--- src/rtl/multicycle_control_if.sv ---
// rtl/multicycle_control_if.sv - control-unit bus between instruction/memory side and datapath enables
// master = datapath/instruction side, slave = multicycle_control.
interface multicycle_control_if;
  logic [5:0] opcode;
  logic       mem_ready;
  logic       pc_write;
  logic       pc_write_cond;
  logic       i_or_d;
  logic       mem_read;
  logic       mem_write;
  logic       ir_write;
  logic       mem_to_reg;
  logic       reg_dst;
  logic       reg_write;
  logic       alu_src_a;
  logic [1:0] alu_src_b;
  logic [1:0] alu_op;
  logic [1:0] pc_src;
  logic [3:0] state;
  logic       illegal;

  modport master (
    output opcode, mem_ready,
    input  pc_write, pc_write_cond, i_or_d, mem_read, mem_write, ir_write,
           mem_to_reg, reg_dst, reg_write, alu_src_a, alu_src_b, alu_op,
           pc_src, state, illegal
  );

  modport slave (
    input  opcode, mem_ready,
    output pc_write, pc_write_cond, i_or_d, mem_read, mem_write, ir_write,
           mem_to_reg, reg_dst, reg_write, alu_src_a, alu_src_b, alu_op,
           pc_src, state, illegal
  );
endinterface

--- src/rtl/multicycle_control.sv ---
// rtl/multicycle_control.sv - multicycle MIPS-style control FSM
// Jump support enabled by defining MULTICYCLE_CONTROL_JUMP_EN.
module multicycle_control (
  input  logic                  clk,
  input  logic                  rst,
  multicycle_control_if.slave   bus
);

  typedef enum logic [3:0] {
    FETCH  = 4'd0,
    DECODE = 4'd1,
    MEMADR = 4'd2,
    MEMRD  = 4'd3,
    MEMWB  = 4'd4,
    MEMWR  = 4'd5,
    EXEC   = 4'd6,
    ALUWB  = 4'd7,
    BRANCH = 4'd8,
    ADDIEX = 4'd9,
    ADDIWB = 4'd10,
    JUMP   = 4'd11
  } state_e;

  localparam logic [5:0] OP_RTYPE = 6'b000000;
  localparam logic [5:0] OP_LW    = 6'b100011;
  localparam logic [5:0] OP_SW    = 6'b101011;
  localparam logic [5:0] OP_BEQ   = 6'b000100;
  localparam logic [5:0] OP_ADDI  = 6'b001000;
  localparam logic [5:0] OP_J     = 6'b000010;

  state_e state_q, state_d;

  logic       pc_write, pc_write_cond, i_or_d, mem_read, mem_write, ir_write;
  logic       mem_to_reg, reg_dst, reg_write, alu_src_a, illegal;
  logic [1:0] alu_src_b, alu_op, pc_src;

  always_ff @(posedge clk or posedge rst) begin
    if (rst) state_q <= FETCH;
    else     state_q <= state_d;
  end

  always_comb begin
    state_d       = FETCH;
    pc_write      = 1'b0;
    pc_write_cond = 1'b0;
    i_or_d        = 1'b0;
    mem_read      = 1'b0;
    mem_write     = 1'b0;
    ir_write      = 1'b0;
    mem_to_reg    = 1'b0;
    reg_dst       = 1'b0;
    reg_write     = 1'b0;
    alu_src_a     = 1'b0;
    alu_src_b     = 2'b00;
    alu_op        = 2'b00;
    pc_src        = 2'b00;
    illegal       = 1'b0;

    case (state_q)
      FETCH: begin
        mem_read  = 1'b1;
        alu_src_b = 2'b01;
        // rst gating keeps PC/IR from loading while reset holds the FSM here
        if (bus.mem_ready && !rst) begin
          ir_write = 1'b1;
          pc_write = 1'b1;
        end
        state_d = bus.mem_ready ? DECODE : FETCH;
      end
      DECODE: begin
        alu_src_b = 2'b11;
        case (bus.opcode)
          OP_RTYPE:      state_d = EXEC;
          OP_LW, OP_SW:  state_d = MEMADR;
          OP_BEQ:        state_d = BRANCH;
          OP_ADDI:       state_d = ADDIEX;
`ifdef MULTICYCLE_CONTROL_JUMP_EN
          OP_J:          state_d = JUMP;
`endif
          default: begin
            illegal = 1'b1;
            state_d = FETCH;
          end
        endcase
      end
      MEMADR: begin
        alu_src_a = 1'b1;
        alu_src_b = 2'b10;
        if (bus.opcode == OP_LW)      state_d = MEMRD;
        else if (bus.opcode == OP_SW) state_d = MEMWR;
        else                          state_d = FETCH;
      end
      MEMRD: begin
        mem_read = 1'b1;
        i_or_d   = 1'b1;
        state_d  = bus.mem_ready ? MEMWB : MEMRD;
      end
      MEMWB: begin
        reg_write  = 1'b1;
        mem_to_reg = 1'b1;
      end
      MEMWR: begin
        mem_write = 1'b1;
        i_or_d    = 1'b1;
        state_d   = bus.mem_ready ? FETCH : MEMWR;
      end
      EXEC: begin
        alu_src_a = 1'b1;
        alu_op    = 2'b10;
        state_d   = ALUWB;
      end
      ALUWB: begin
        reg_write = 1'b1;
        reg_dst   = 1'b1;
      end
      BRANCH: begin
        alu_src_a     = 1'b1;
        alu_op        = 2'b01;
        pc_src        = 2'b01;
        pc_write_cond = 1'b1;
      end
      ADDIEX: begin
        alu_src_a = 1'b1;
        alu_src_b = 2'b10;
        state_d   = ADDIWB;
      end
      ADDIWB: begin
        reg_write = 1'b1;
      end
`ifdef MULTICYCLE_CONTROL_JUMP_EN
      JUMP: begin
        pc_write = 1'b1;
        pc_src   = 2'b10;
      end
`endif
      default: state_d = FETCH;
    endcase
  end

  assign bus.pc_write      = pc_write;
  assign bus.pc_write_cond = pc_write_cond;
  assign bus.i_or_d        = i_or_d;
  assign bus.mem_read      = mem_read;
  assign bus.mem_write     = mem_write;
  assign bus.ir_write      = ir_write;
  assign bus.mem_to_reg    = mem_to_reg;
  assign bus.reg_dst       = reg_dst;
  assign bus.reg_write     = reg_write;
  assign bus.alu_src_a     = alu_src_a;
  assign bus.alu_src_b     = alu_src_b;
  assign bus.alu_op        = alu_op;
  assign bus.pc_src        = pc_src;
  assign bus.state         = state_q;
  assign bus.illegal       = illegal;

endmodule

--- src/flat_wrapper.sv ---
// flat-port wrapper written by rule: the top's interface ports become plain ports
module multicycle_control_flat 
  (clk, rst, bus_opcode, bus_mem_ready, bus_pc_write, bus_pc_write_cond, bus_i_or_d, bus_mem_read, bus_mem_write, bus_ir_write, bus_mem_to_reg, bus_reg_dst, bus_reg_write, bus_alu_src_a, bus_alu_src_b, bus_alu_op, bus_pc_src, bus_state, bus_illegal);
  multicycle_control_if bus_i ();
  input  logic clk;
  input  logic rst;
  input wire logic [$bits(bus_i.opcode)-1:0] bus_opcode;
  input wire logic [$bits(bus_i.mem_ready)-1:0] bus_mem_ready;
  output wire logic [$bits(bus_i.pc_write)-1:0] bus_pc_write;
  output wire logic [$bits(bus_i.pc_write_cond)-1:0] bus_pc_write_cond;
  output wire logic [$bits(bus_i.i_or_d)-1:0] bus_i_or_d;
  output wire logic [$bits(bus_i.mem_read)-1:0] bus_mem_read;
  output wire logic [$bits(bus_i.mem_write)-1:0] bus_mem_write;
  output wire logic [$bits(bus_i.ir_write)-1:0] bus_ir_write;
  output wire logic [$bits(bus_i.mem_to_reg)-1:0] bus_mem_to_reg;
  output wire logic [$bits(bus_i.reg_dst)-1:0] bus_reg_dst;
  output wire logic [$bits(bus_i.reg_write)-1:0] bus_reg_write;
  output wire logic [$bits(bus_i.alu_src_a)-1:0] bus_alu_src_a;
  output wire logic [$bits(bus_i.alu_src_b)-1:0] bus_alu_src_b;
  output wire logic [$bits(bus_i.alu_op)-1:0] bus_alu_op;
  output wire logic [$bits(bus_i.pc_src)-1:0] bus_pc_src;
  output wire logic [$bits(bus_i.state)-1:0] bus_state;
  output wire logic [$bits(bus_i.illegal)-1:0] bus_illegal;
  assign bus_i.opcode = bus_opcode;
  assign bus_i.mem_ready = bus_mem_ready;
  assign bus_pc_write = bus_i.pc_write;
  assign bus_pc_write_cond = bus_i.pc_write_cond;
  assign bus_i_or_d = bus_i.i_or_d;
  assign bus_mem_read = bus_i.mem_read;
  assign bus_mem_write = bus_i.mem_write;
  assign bus_ir_write = bus_i.ir_write;
  assign bus_mem_to_reg = bus_i.mem_to_reg;
  assign bus_reg_dst = bus_i.reg_dst;
  assign bus_reg_write = bus_i.reg_write;
  assign bus_alu_src_a = bus_i.alu_src_a;
  assign bus_alu_src_b = bus_i.alu_src_b;
  assign bus_alu_op = bus_i.alu_op;
  assign bus_pc_src = bus_i.pc_src;
  assign bus_state = bus_i.state;
  assign bus_illegal = bus_i.illegal;
  multicycle_control u_core (.clk(clk), .rst(rst), .bus(bus_i));
endmodule
--- config.mk ---
export PLATFORM = sky130hd
export DESIGN_NAME = multicycle_control_flat
export DESIGN_NICKNAME = d
export VERILOG_FILES = /design/src/rtl/multicycle_control_if.sv /design/src/rtl/multicycle_control.sv /design/src/flat_wrapper.sv
export SDC_FILE = /design/constraint.sdc
export NUM_CORES = 1
export LEC_CHECK = 0
export ABC_AREA = 1
export BUFFER_PORTS_ARGS = -buffer_cell sky130_fd_sc_hd__buf_2
export CORE_AREA = 2 2 39 41
export CTS_BUF_LIST = sky130_fd_sc_hd__clkbuf_4
export DETAILED_ROUTE_END_ITERATION = 10
export DIE_AREA = 0 0 41 43
export PLACE_DENSITY = 0.69
export SKIP_CTS_REPAIR_TIMING = 1
export SLEW_MARGIN = 20
export SYNTH_ARGS = -nofsm -noshare
export SYNTH_HDL_FRONTEND = slang
export SYNTH_SLANG_ARGS = --single-unit
--- constraint.sdc ---
create_clock -name clk -period 2.5 [get_ports clk]
set_input_delay 0.5 -clock clk [delete_from_list [all_inputs] [get_ports clk]]
set_output_delay 0.5 -clock clk [all_outputs]
set_load 0.1 [all_outputs]
==> results.md, run 1 <==
* Die Ht at 43 um
* Sum Neg Setup Slack at 0 ps
* CTS tree: done
* IO buf count at 28
* Number of library cell types mapped by synthesis at 15
* # Max-Cap Violations at 0
* Worst ir drop on vdd at 369 uV
* Total GRT Usage at 0.160
* Worst EP required at 2000 ps
* Routed WL at 1.23 mm
* Finished Cell Area at 704 um2
* Vias at 612
* Root Buffer: clkbuf_4
* CP Class: flip-flop to output port
* # DRC at 0
* Layout Nets at 127
* Clock skew at 0.174 ps
* Crit path DAT at 1830 ps
* DR iter-0 viols at 8
* Pleak at 0.438 nW
* CP startpoint kind: flip-flop
* Post-synthesis sequential area ratio at 0.213
* Clk sinks at 4
* Fin. Hold Viols at 0
* Crit. End Element: output port
* Max reg flops at 4
* Pin count of the biggest net entering global routing at 8
* Clock tree buffer depth at 2
* Die Wd at 41 um
* Syn_area_per_cell at 5.35 um2
* Initial antenna violation count at 0
* Final std cells w/o fill at 132
* Fin crit share at 0.931
* Gr ovfl total at 0
* Vias/cell at 4.64
* #FFs+latches synth at 4
* WL/cell at 9.33 um
* Placed cell area at 682 um2
* Area grow syn2layout at 49.7%
* FMAX at 430 MHz
* Worst Hold Class: input pin to async pin
* Status: finished, final reports clean
* Number of global-route vias before repair at 530
* DP HPWL at 1.10 mm
* Starting density of the core at 0.340
* Core Box Area at 0.00138 mm2
* Placer congestion estimate at 0.773
* Rows at 14
* Ys Warns at 0
* DRT Pass-1 Iters at 4
* Final setup fails at 0
* Worst-path fanout max at 4
* RSZ-0062 raised after global routing: no
* Power Dens Cells at 476 mW/mm2
* Routed Antenna Nets at 0
* Later-pin clock latency in the skew report at 220 ps
* Slew Viols, Final at 0
* I/O pin count at 30
* Fin crit period at 2330 ps
* CTS H-tree lvls at 1
* Die Footprint at 0.00176 mm2
* Layout cells sized above 1 at 0.431
* Clock-pin slew on the worst setup and hold paths at 30 ps
* Cell Area, Synth at 470 um2
* Diode count at 0
* Post-Syn Nets at 97
* CTS buffer count at 3
* Placed insts at 129
* Cells after Synth at 88
* First-pass GRT wire length at 2.08 mm
==> per-stage QoR <==
step	utilization	setup slack [ps]	hold WS [ps]	total power, mW
2_1_floorplan	-	4.33	266	0.236
3_3_place_gp	0.493	441	414	0.261
5_1_grt	0.509	79.1	202	0.353
4_1_cts	0.509	166	179	0.339
6_report	0.509	173	183	0.335
3_5_place_dp	0.493	416	417	0.262
==> per-layer routing <==
metal	vias up	global-route usage	routed length, um
met4	0	0.0200	0
met2	21	0.281	643
met3	0	0	81
met1	265	0.216	506
met5	-	0	0
li1	326	-	-
==> placed cells by master (no fill, tap or decap) <==
master	n
inv_2	1
o21ai_4	1
nor2_1	17
nand3_1	11
nor2_2	4
inv_1	16
buf_2	28
nand2_1	16
a31oi_1	1
nor2_4	6
o21ai_0	1
o21ai_2	1
a21oi_2	1
conb_1	1
dfrtp_4	1
nand4_1	3
dfrtp_2	3
nand2_4	1
clkbuf_4	3
==> cell usage after synthesis, drive strengths merged <==
cell type / n / area [um2]
nor2: 27 / 116
inv: 17 / 63.8
nand2: 17 / 63.8
nand3: 11 / 55.1
dfrtp: 4 / 100
buf: 3 / 22.5
nand4: 3 / 18.8
o21ai: 3 / 15.0
a21oi: 1 / 5.00
a31oi: 1 / 6.26
conb: 1 / 3.75
==> cell families (layout without fill, tap and decap cells) <==
logic type | Yosys count | after routing | share of synthesized area
flops | 4 | 4 | 0.213
simple gates | 58 | 58 | 0.540
compound gates | 5 | 5 | 0.0558
other cells | 1 | 1 | 0.00797
buf+inv | 20 | 48 | 0.184
==> report_power, final <==
group | internal [mW] | total, mW | switching (mW)
Sequential | 0.0686 | 0.0718 | 0.00321
Combinational | 0.0283 | 0.189 | 0.161
Clock | 0.0533 | 0.0739 | 0.0206
Total | 0.150 | 0.335 | 0.185
==> path summary, 6_finish.rpt <==
| kind | start | to | slack (ps) | cells past startpoint |
|---|---|---|---|---|
| setup / recovery | u_core.bus.state[2]$_DFF_PP0_ | bus_alu_src_a | 170 | 6 |
| hold / removal | rst | u_core.bus.state[1]$_DFF_PP0_ | 180 | 2 |
| setup reg to reg | u_core.bus.state[2]$_DFF_PP0_ | u_core.bus.state[1]$_DFF_PP0_ | 1220 | 5 |
| hold reg to reg | u_core.bus.state[3]$_DFF_PP0_ | u_core.bus.state[3]$_DFF_PP0_ | 620 | 2 |
| max in group asynchronous | rst | u_core.bus.state[2]$_DFF_PP0_ | 2150 | 2 |
| min in group clk | bus_mem_ready | u_core.bus.state[2]$_DFF_PP0_ | 590 | 3 |
==> worst max-delay path: stages (launching register included) <==
cell and delay, ps:
dfrtp_4 480, inv_1 110, nand2_1 180, o21ai_0 270, nor2_1 100, nand2_4 60, buf_2 410
==> cell type report <==
| type | instances | area [um2] |
|---|---|---|
| Fill cell | 147 | 679 |
| Multi-Input combinational cell | 64 | 350 |
| Timing Repair Buffer | 28 | 140 |
| Sequential cell | 4 | 108 |
| Inverter | 17 | 63.8 |
| Clock buffer | 3 | 22.5 |
| Tap cell | 16 | 20.0 |
Power figures use the tool's default switching activity.
==> inputs of run 2 (changes only) <==
==> constraint.sdc (replaced) <==
create_clock -name clk -period 2.7 [get_ports clk]
set_input_delay 0.54 -clock clk [delete_from_list [all_inputs] [get_ports clk]]
set_output_delay 0.54 -clock clk [all_outputs]
set_load 0.1 [all_outputs]
==> run 2 against run 1 <==
Non-clock buffer count stayed put. Clock power hardly changed. Sequential share of layout area is 0.081 points higher. Combinational power is 8% lower. Largest cell class unchanged. Cell count stayed put.
==> results.md, run 2 (synthesized netlist as in run 1, its figures left out) <==
* GR met1 Demand/Resource at 0.213 (was 0.216)
* Initial antenna violation count at 0 (unchanged)
* Clock share of power at 0.235 (was 0.221)
* Clock skew at 2.99 ps (was 0.174 ps)
* Die Wd at 41 um (unchanged)
* Routed WL at 1.25 mm (was 1.23 mm)
* Root Buffer: clkbuf_4 (unchanged)
* Gate power share at 0.553 (was 0.565)
* Gr ovfl total at 0 (unchanged)
* Commonest cells after routing, fill and taps aside: buf_2 (28), nor2_1 (17), inv_1 (16), nand2_1 (16), nand3_1 (11) (unchanged)
* CTS H-tree lvls at 1 (unchanged)
* Met2 Track Usage GR at 0.234 (was 0.281)
* Vias/cell at 4.67 (was 4.64)
* Pleak at 0.436 nW (was 0.438 nW)
* RSZ-0062 raised after global routing: no (unchanged)
* CTS buffer count at 3 (unchanged)
* FMAX at 441 MHz
* Area grow syn2layout at 45.5% (was 49.7%)
* Placer congestion estimate at 0.754 (was 0.773)
* Number of global-route vias before repair at 471 (was 530)
* Fin. Hold Viols at 0 (unchanged)
* Layout cells sized above 1 at 0.431 (unchanged)
* Switch share at 0.558 (was 0.552)
* # Max-Cap Violations at 0 (unchanged)
* Core Box Area at 0.00138 mm2 (unchanged)
* Vias at 616 (was 612)
* Routed Antenna Nets at 0 (unchanged)
* DP HPWL at 1.07 mm (was 1.10 mm)
* Crit. End Element: output port (unchanged)
* Worst Hold Class: input pin to async pin (unchanged)
* Starting density of the core at 0.340 (unchanged)
* CTS tree: done (unchanged)
* Later-pin clock latency in the skew report at 230 ps (was 220 ps)
* First-pass GRT wire length at 1.87 mm (was 2.08 mm)
* Fin crit period at 2270 ps
* Int Pwr at 0.138 mW (was 0.150 mW)
* Clock tree buffer depth at 2 (unchanged)
* Grt met3 use at 0.0314 (was 0)
* Die Ht at 43 um (unchanged)
* Fillers at 148 (was 147)
* Switch Pwr at 0.175 mW (was 0.185 mW)
* Die Footprint at 0.00176 mm2 (unchanged)
* Slew Viols, Final at 0 (unchanged)
* Fin crit share at 0.839
* Final setup fails at 0 (unchanged)
* Crit path DAT at 1730 ps (was 1830 ps)
* WL/cell at 9.48 um (was 9.33 um)
* # DRC at 0 (unchanged)
* Worst EP required at 2160 ps (was 2000 ps)
* I/O pin count at 30 (unchanged)
* Commonest non-fill, non-tap cell in the layout: buf_2 (unchanged)
* Max reg flops at 4 (unchanged)
* Pin count of the biggest net entering global routing at 8 (unchanged)
* CP startpoint kind: flip-flop (unchanged)
* Rows at 14 (unchanged)
* Status: finished, final reports clean (unchanged)
* IO buf count at 28 (unchanged)
* Grt peak-use layer: met2 (unchanged)
* CP Class: flip-flop to output port (unchanged)
* DRT Pass-1 Iters at 4 (unchanged)
* Worst ir drop on vdd at 358 uV (was 369 uV)
* Diode count at 0 (unchanged)
* Layout Nets at 127 (unchanged)
* DR iter-0 viols at 15 (was 8)
* Worst-path fanout max at 4 (unchanged)
* Total GRT Usage at 0.151 (was 0.160)
* Clk sinks at 4 (unchanged)
* Power Dens Cells at 457 mW/mm2 (was 476 mW/mm2)
* Part of the power in registers at 0.212 (was 0.214)
* Sum Neg Setup Slack at 0 ps (unchanged)
* Fin util at 0.495 (was 0.509)
* Clock-pin slew on the worst setup and hold paths at 40 ps (was 30 ps)
-- run 2: cell count changes in the layout (fill, tap and decap cells not counted) --
cell     before  now
dfrtp_2       3    4
dfrtp_4       1    0
nand2_2       0    1
nand2_4       1    0
nor2_2        4    5
nor2_4        6    5
o21ai_2       1    2
o21ai_4       1    0
-- run 2: path summary, 6_finish.rpt --
check / endpoint / startpoint / cells past startpoint / slack [ps]
setup / recovery: bus_alu_src_a / u_core.bus.state[2]$_DFF_PP0_ / 6 / 430
hold / removal: u_core.bus.state[3]$_DFF_PP0_ / rst / 2 / 210
setup reg to reg: u_core.bus.state[1]$_DFF_PP0_ / u_core.bus.state[0]$_DFF_PP0_ / 7 / 1480
hold reg to reg: u_core.bus.state[3]$_DFF_PP0_ / u_core.bus.state[2]$_DFF_PP0_ / 3 / 630
max in group asynchronous: u_core.bus.state[2]$_DFF_PP0_ / rst / 2 / 2320
min in group clk: u_core.bus.state[2]$_DFF_PP0_ / bus_mem_ready / 3 / 620
-- run 2: through the flow --
stage          hold slack [ps]  total power, mW  cell area (um2)  cells  setup slack, ps
5_1_grt                    218            0.329              684    132              310
2_1_floorplan              306            0.216              524     88             23.2
6_report                   210            0.313              684    132              435
4_1_cts                    213            0.315              684    132              436
3_3_place_gp               453            0.239              662    129              707
3_5_place_dp               458            0.240              662    129              685
-- run 2: power groups by stage --
stage,clock [mW],combinational [mW],sequential (mW)
5_1_grt,0.0802,0.182,0.0669
6_report,0.0737,0.173,0.0664
4_1_cts,0.0757,0.173,0.0663
3_3_place_gp,0,0.172,0.0670
2_1_floorplan,0,0.130,0.0859
3_5_place_dp,0,0.173,0.0671
-- run 2: routing by layer --
| layer | wire length, um | part of all wire | up-vias |
|---|---|---|---|
| met5 | 0 | 0 | - |
| met4 | 0 | 0 | 0 |
| met3 | 89 | 0.071 | 0 |
| met2 | 611 | 0.49 | 25 |
| met1 | 550 | 0.44 | 267 |
| li1 | - | - | 324 |
-- run 2: area by class of cell --
| class | count | area [um2] | share of cell area |
|---|---|---|---|
| multi-input cells | 64 | 333 | 0.486 |
| well taps | 16 | 20.0 | 0.0293 |
| clock buffers | 3 | 22.5 | 0.0329 |
| flip-flops and latches | 4 | 105 | 0.154 |
| inverters | 17 | 63.8 | 0.0932 |
| repair buffers | 28 | 140 | 0.205 |
-- run 2: worst max-delay path, stage by stage, from the launching register on --
cell,delay [ps]
dfrtp_2,420
inv_1,100
nand2_1,160
o21ai_0,270
nor2_1,80
nand2_2,50
buf_2,410
==> inputs of run 3 (changes only) <==
--- a/config.mk
+++ b/config.mk
@@ -5,13 +5,13 @@
 export SDC_FILE = /design/constraint.sdc
 export NUM_CORES = 1
 export LEC_CHECK = 0
-export ABC_AREA = 1
+export ABC_AREA = 0
 export BUFFER_PORTS_ARGS = -buffer_cell sky130_fd_sc_hd__buf_2
 export CORE_AREA = 2 2 39 41
 export CTS_BUF_LIST = sky130_fd_sc_hd__clkbuf_4
 export DETAILED_ROUTE_END_ITERATION = 10
 export DIE_AREA = 0 0 41 43
-export PLACE_DENSITY = 0.69
+export PLACE_DENSITY = 0.71
 export SKIP_CTS_REPAIR_TIMING = 1
 export SLEW_MARGIN = 20
 export SYNTH_ARGS = -nofsm -noshare
==> constraint.sdc (replaced) <==
create_clock -name clk -period 2 [get_ports clk]
set_input_delay 0.4 -clock clk [delete_from_list [all_inputs] [get_ports clk]]
set_output_delay 0.4 -clock clk [all_outputs]
set_load 0.1 [all_outputs]
==> run 3 against run 2 <==
Sequential share of layout area is 4.2 points lower. Global-route usage rose by 4.5 points. Cell count down 18%. Clock skew increased by 3.4 ps. Design area up 51%. Register-to-register slack got worse by 1200 ps. Hold slack got worse by 140 ps. Largest cell class unchanged. Largest power group unchanged.
==> results.md, run 3 <==
* Critical Path Slowest Stage Cell: dfrtp_4 (was dfrtp_2)
* Gr ovfl total at 0 (unchanged)
* Finished Cell Area at 0.00103 mm2 (was 684 um2)
* Setup ws final at 39.4 ps (was 435 ps)
* Top-area cell type share of the netlist area at 0.213 (about the same)
* Dominant synthesized flop cell: dfrtp_1 (unchanged)
* IO buf count at 28 (unchanged)
* Fin crit period at 1960 ps
* Worst Hold Class: input pin to async pin (unchanged)
* Later-pin clock latency in the skew report at 240 ps (was 230 ps)
* # DRC at 0 (unchanged)
* Slew Viols, Final at 0 (unchanged)
* Post-synthesis sequential area ratio at 0.213 (about the same)
* Number of library cell types mapped by synthesis at 32 (was 15)
* CTS buffer count at 3 (unchanged)
* Clock tree buffer depth at 2 (unchanged)
* Commonest cells after routing, fill and taps aside: buf_12 (15), buf_2 (12), buf_4 (5) (was buf_2 (28), nor2_1 (17), inv_1 (16), nand2_1 (16), nand3_1 (11))
* CP startpoint kind: flip-flop (unchanged)
* Clock skew at 6.34 ps (was 2.99 ps)
* Layout Nets at 103 (was 127)
* Power Dens Cells at 486 mW/mm2 (was 457 mW/mm2)
* Power Total at 0.503 mW (was 0.313 mW)
* Placer congestion estimate at 0.833 (was 0.754)
* Die Ht at 43 um (unchanged)
* RSZ-0062 raised after global routing: no (unchanged)
* Area of the multi-input gates at 448 um2 (was 333 um2)
* Number of global-route vias before repair at 563 (was 471)
* Fin crit share at 0.980
* Fillers at 94 (was 148)
* Post-place setup slack at -22.4 ps (was 685 ps)
* CTS tree: done (unchanged)
* Synth async-reset ratio at 1.00 (unchanged)
* Crit path DAT at 1560 ps (was 1730 ps)
* Die Footprint at 0.00176 mm2 (unchanged)
* First-pass GRT wire length at 2.33 mm (was 1.87 mm)
* Layout cells sized above 1 at 0.728 (was 0.431)
* Max reg flops at 4 (unchanged)
* Final setup fails at 0 (unchanged)
* Most frequent cells after synthesis: nor2_1 (10), nor3_1 (5), dfrtp_1 (4) (was nor2_1 (23), nand2_1 (17), inv_1 (16))
* FMAX at 510 MHz
* WP buf/inv at 2 (unchanged)
* Cell Area, Synth at 469 um2 (was 470 um2)
* Sum Neg Setup Slack at 0 ps (unchanged)
* Total GRT Usage at 0.195 (was 0.151)
* CP Class: flip-flop to output port (unchanged)
* Routed Antenna Nets at 0 (unchanged)
* Most numerous cell in the Yosys netlist: nor2_1 (unchanged)
* # Max-Cap Violations at 0 (unchanged)
* Starting density of the core at 0.339 (was 0.340)
* Family with the most delay on the worst path: flip-flops (was buffers and inverters)
* DP HPWL at 1.08 mm (was 1.07 mm)
* Post-Syn Nets at 70 (was 97)
* CTS H-tree lvls at 1 (unchanged)
* Worst ir drop on vdd at 290 uV (was 358 uV)
* Initial antenna violation count at 0 (unchanged)
* Worst path cell trace: buf_4, nand2b_4, mux2i_2, a21o_4, buf_12 (was inv_1, nand2_1, o21ai_0, nor2_1, nand2_2, buf_2)
* Status: finished, final reports clean (unchanged)
* DR iter-0 viols at 2 (was 15)
* Area grow syn2layout at 120% (was 45.5%)
* Crit. End Element: output port (unchanged)
* Routed WL at 1.39 mm (was 1.25 mm)
* Clk sinks at 4 (unchanged)
* DRT Pass-1 Iters at 4 (unchanged)
* I/O pin count at 30 (unchanged)
* Flip-flop and latch area at 115 um2 (was 105 um2)
* Max incr delay on CP at 450 ps (was 420 ps)
* Placed cell area at 963 um2 (was 662 um2)
* WL/cell at 12.9 um (was 9.48 um)
* Pleak at 0.427 nW (was 0.436 nW)
* Worst-path fanout max at 6 (was 4)
* Syn_area_per_cell at 7.69 um2 (was 5.35 um2)
* Ys Warns at 0 (unchanged)
* Fin. Hold Viols at 0 (unchanged)
* Pin count of the biggest net entering global routing at 12 (was 8)
* Final hold slack at 65.0 ps (was 210 ps)
* Vias at 565 (was 616)
* Fin util at 0.747 (was 0.495)
* Root Buffer: clkbuf_4 (unchanged)
* Cells after Synth at 61 (was 88)
* Diode count at 0 (unchanged)
* Vias/cell at 5.23 (was 4.67)
* Synth area leader: dfrtp_1 (unchanged)
* Final std cells w/o fill at 108 (was 132)
* Placed insts at 103 (was 129)
* Core Box Area at 0.00138 mm2 (unchanged)
* Rows at 14 (unchanged)
* #FFs+latches synth at 4 (unchanged)
* Largest cells by area after synthesis: dfrtp_1 (21%), nor2_1 (8.0%), nor3_1 (5.3%) (was dfrtp_1 (21%), nor2_1 (18%), nand2_1 (14%))
* Post-synth EDFFs at 0 (unchanged)
* Die Wd at 41 um (unchanged)
* Clock-pin slew on the worst setup and hold paths at 40 ps (about the same)
* Worst EP required at 1600 ps (was 2160 ps)
* Commonest non-fill, non-tap cell in the layout: buf_12 (was buf_2)
-- run 3: changes by cell type after synthesis, moves of 3 or more --
cell,before,now
nand3_1,11,2
nand4_1,3,0
nand2_1,17,2
nor2_1,23,10
nor3_1,0,5
nor2_2,3,0
inv_1,16,2
-- run 3: final cells by class --
| cell class | count | area share |
|---|---|---|
| Tap cell | 16 | 0.0194 |
| Multi-Input combinational cell | 49 | 0.433 |
| Sequential cell | 4 | 0.111 |
| Inverter | 2 | 0.00726 |
| Timing Repair Buffer | 34 | 0.407 |
| Clock buffer | 3 | 0.0218 |
-- run 3: worst reg2reg max path, delay by kind of cell, from the launching register on --
kind	cells	cell delay, ps
buffers and inverters	1	160
AND/OR/NAND/NOR	2	690
flip-flops	1	500
AO/OA/AOI/OAI	2	210
-- run 3: kinds of logic (layout without fill, tap and decap cells) --
family,Yosys count,in the layout,synth area share
buffers and inverters,8,39,0.144
DFF,4,4,0.213
muxes,1,1,0.0213
AOI/OAI and AO/OA,11,11,0.147
and+or+nand+nor,35,35,0.448
xor gates and xnor gates,1,1,0.0187
other,1,1,0.00799
-- run 3: worst paths after layout --
check | start | end | slack (ps) | cells past startpoint
worst max-delay path | u_core.bus.state[2]$_DFF_PP0_ | bus_reg_write | 40 | 5
worst max register to register | u_core.bus.state[0]$_DFF_PP0_ | u_core.bus.state[0]$_DFF_PP0_ | 310 | 5
worst min register to register | u_core.bus.state[2]$_DFF_PP0_ | u_core.bus.state[3]$_DFF_PP0_ | 670 | 2
worst min-delay path | rst | u_core.bus.state[1]$_DFF_PP0_ | 60 | 2
max in group asynchronous | rst | u_core.bus.state[2]$_DFF_PP0_ | 1760 | 2
min in group clk | bus_mem_ready | u_core.bus.state[2]$_DFF_PP0_ | 470 | 2
-- run 3: metal layers --
layer / GRT usage / part of all wire
met3: 0.0366 / 0.070
met2: 0.291 / 0.56
met5: 0 / 0
met1: 0.257 / 0.37
met4: 0.100 / 0
-- run 3: power by group --
group          leakage (nW)  total [mW]  switching [mW]  internal [mW]
registers            0.0470      0.0936         0.00636         0.0872
logic                 0.366       0.309           0.212         0.0972
clock network        0.0138      0.0996          0.0325         0.0670
total                 0.427       0.503           0.251          0.251
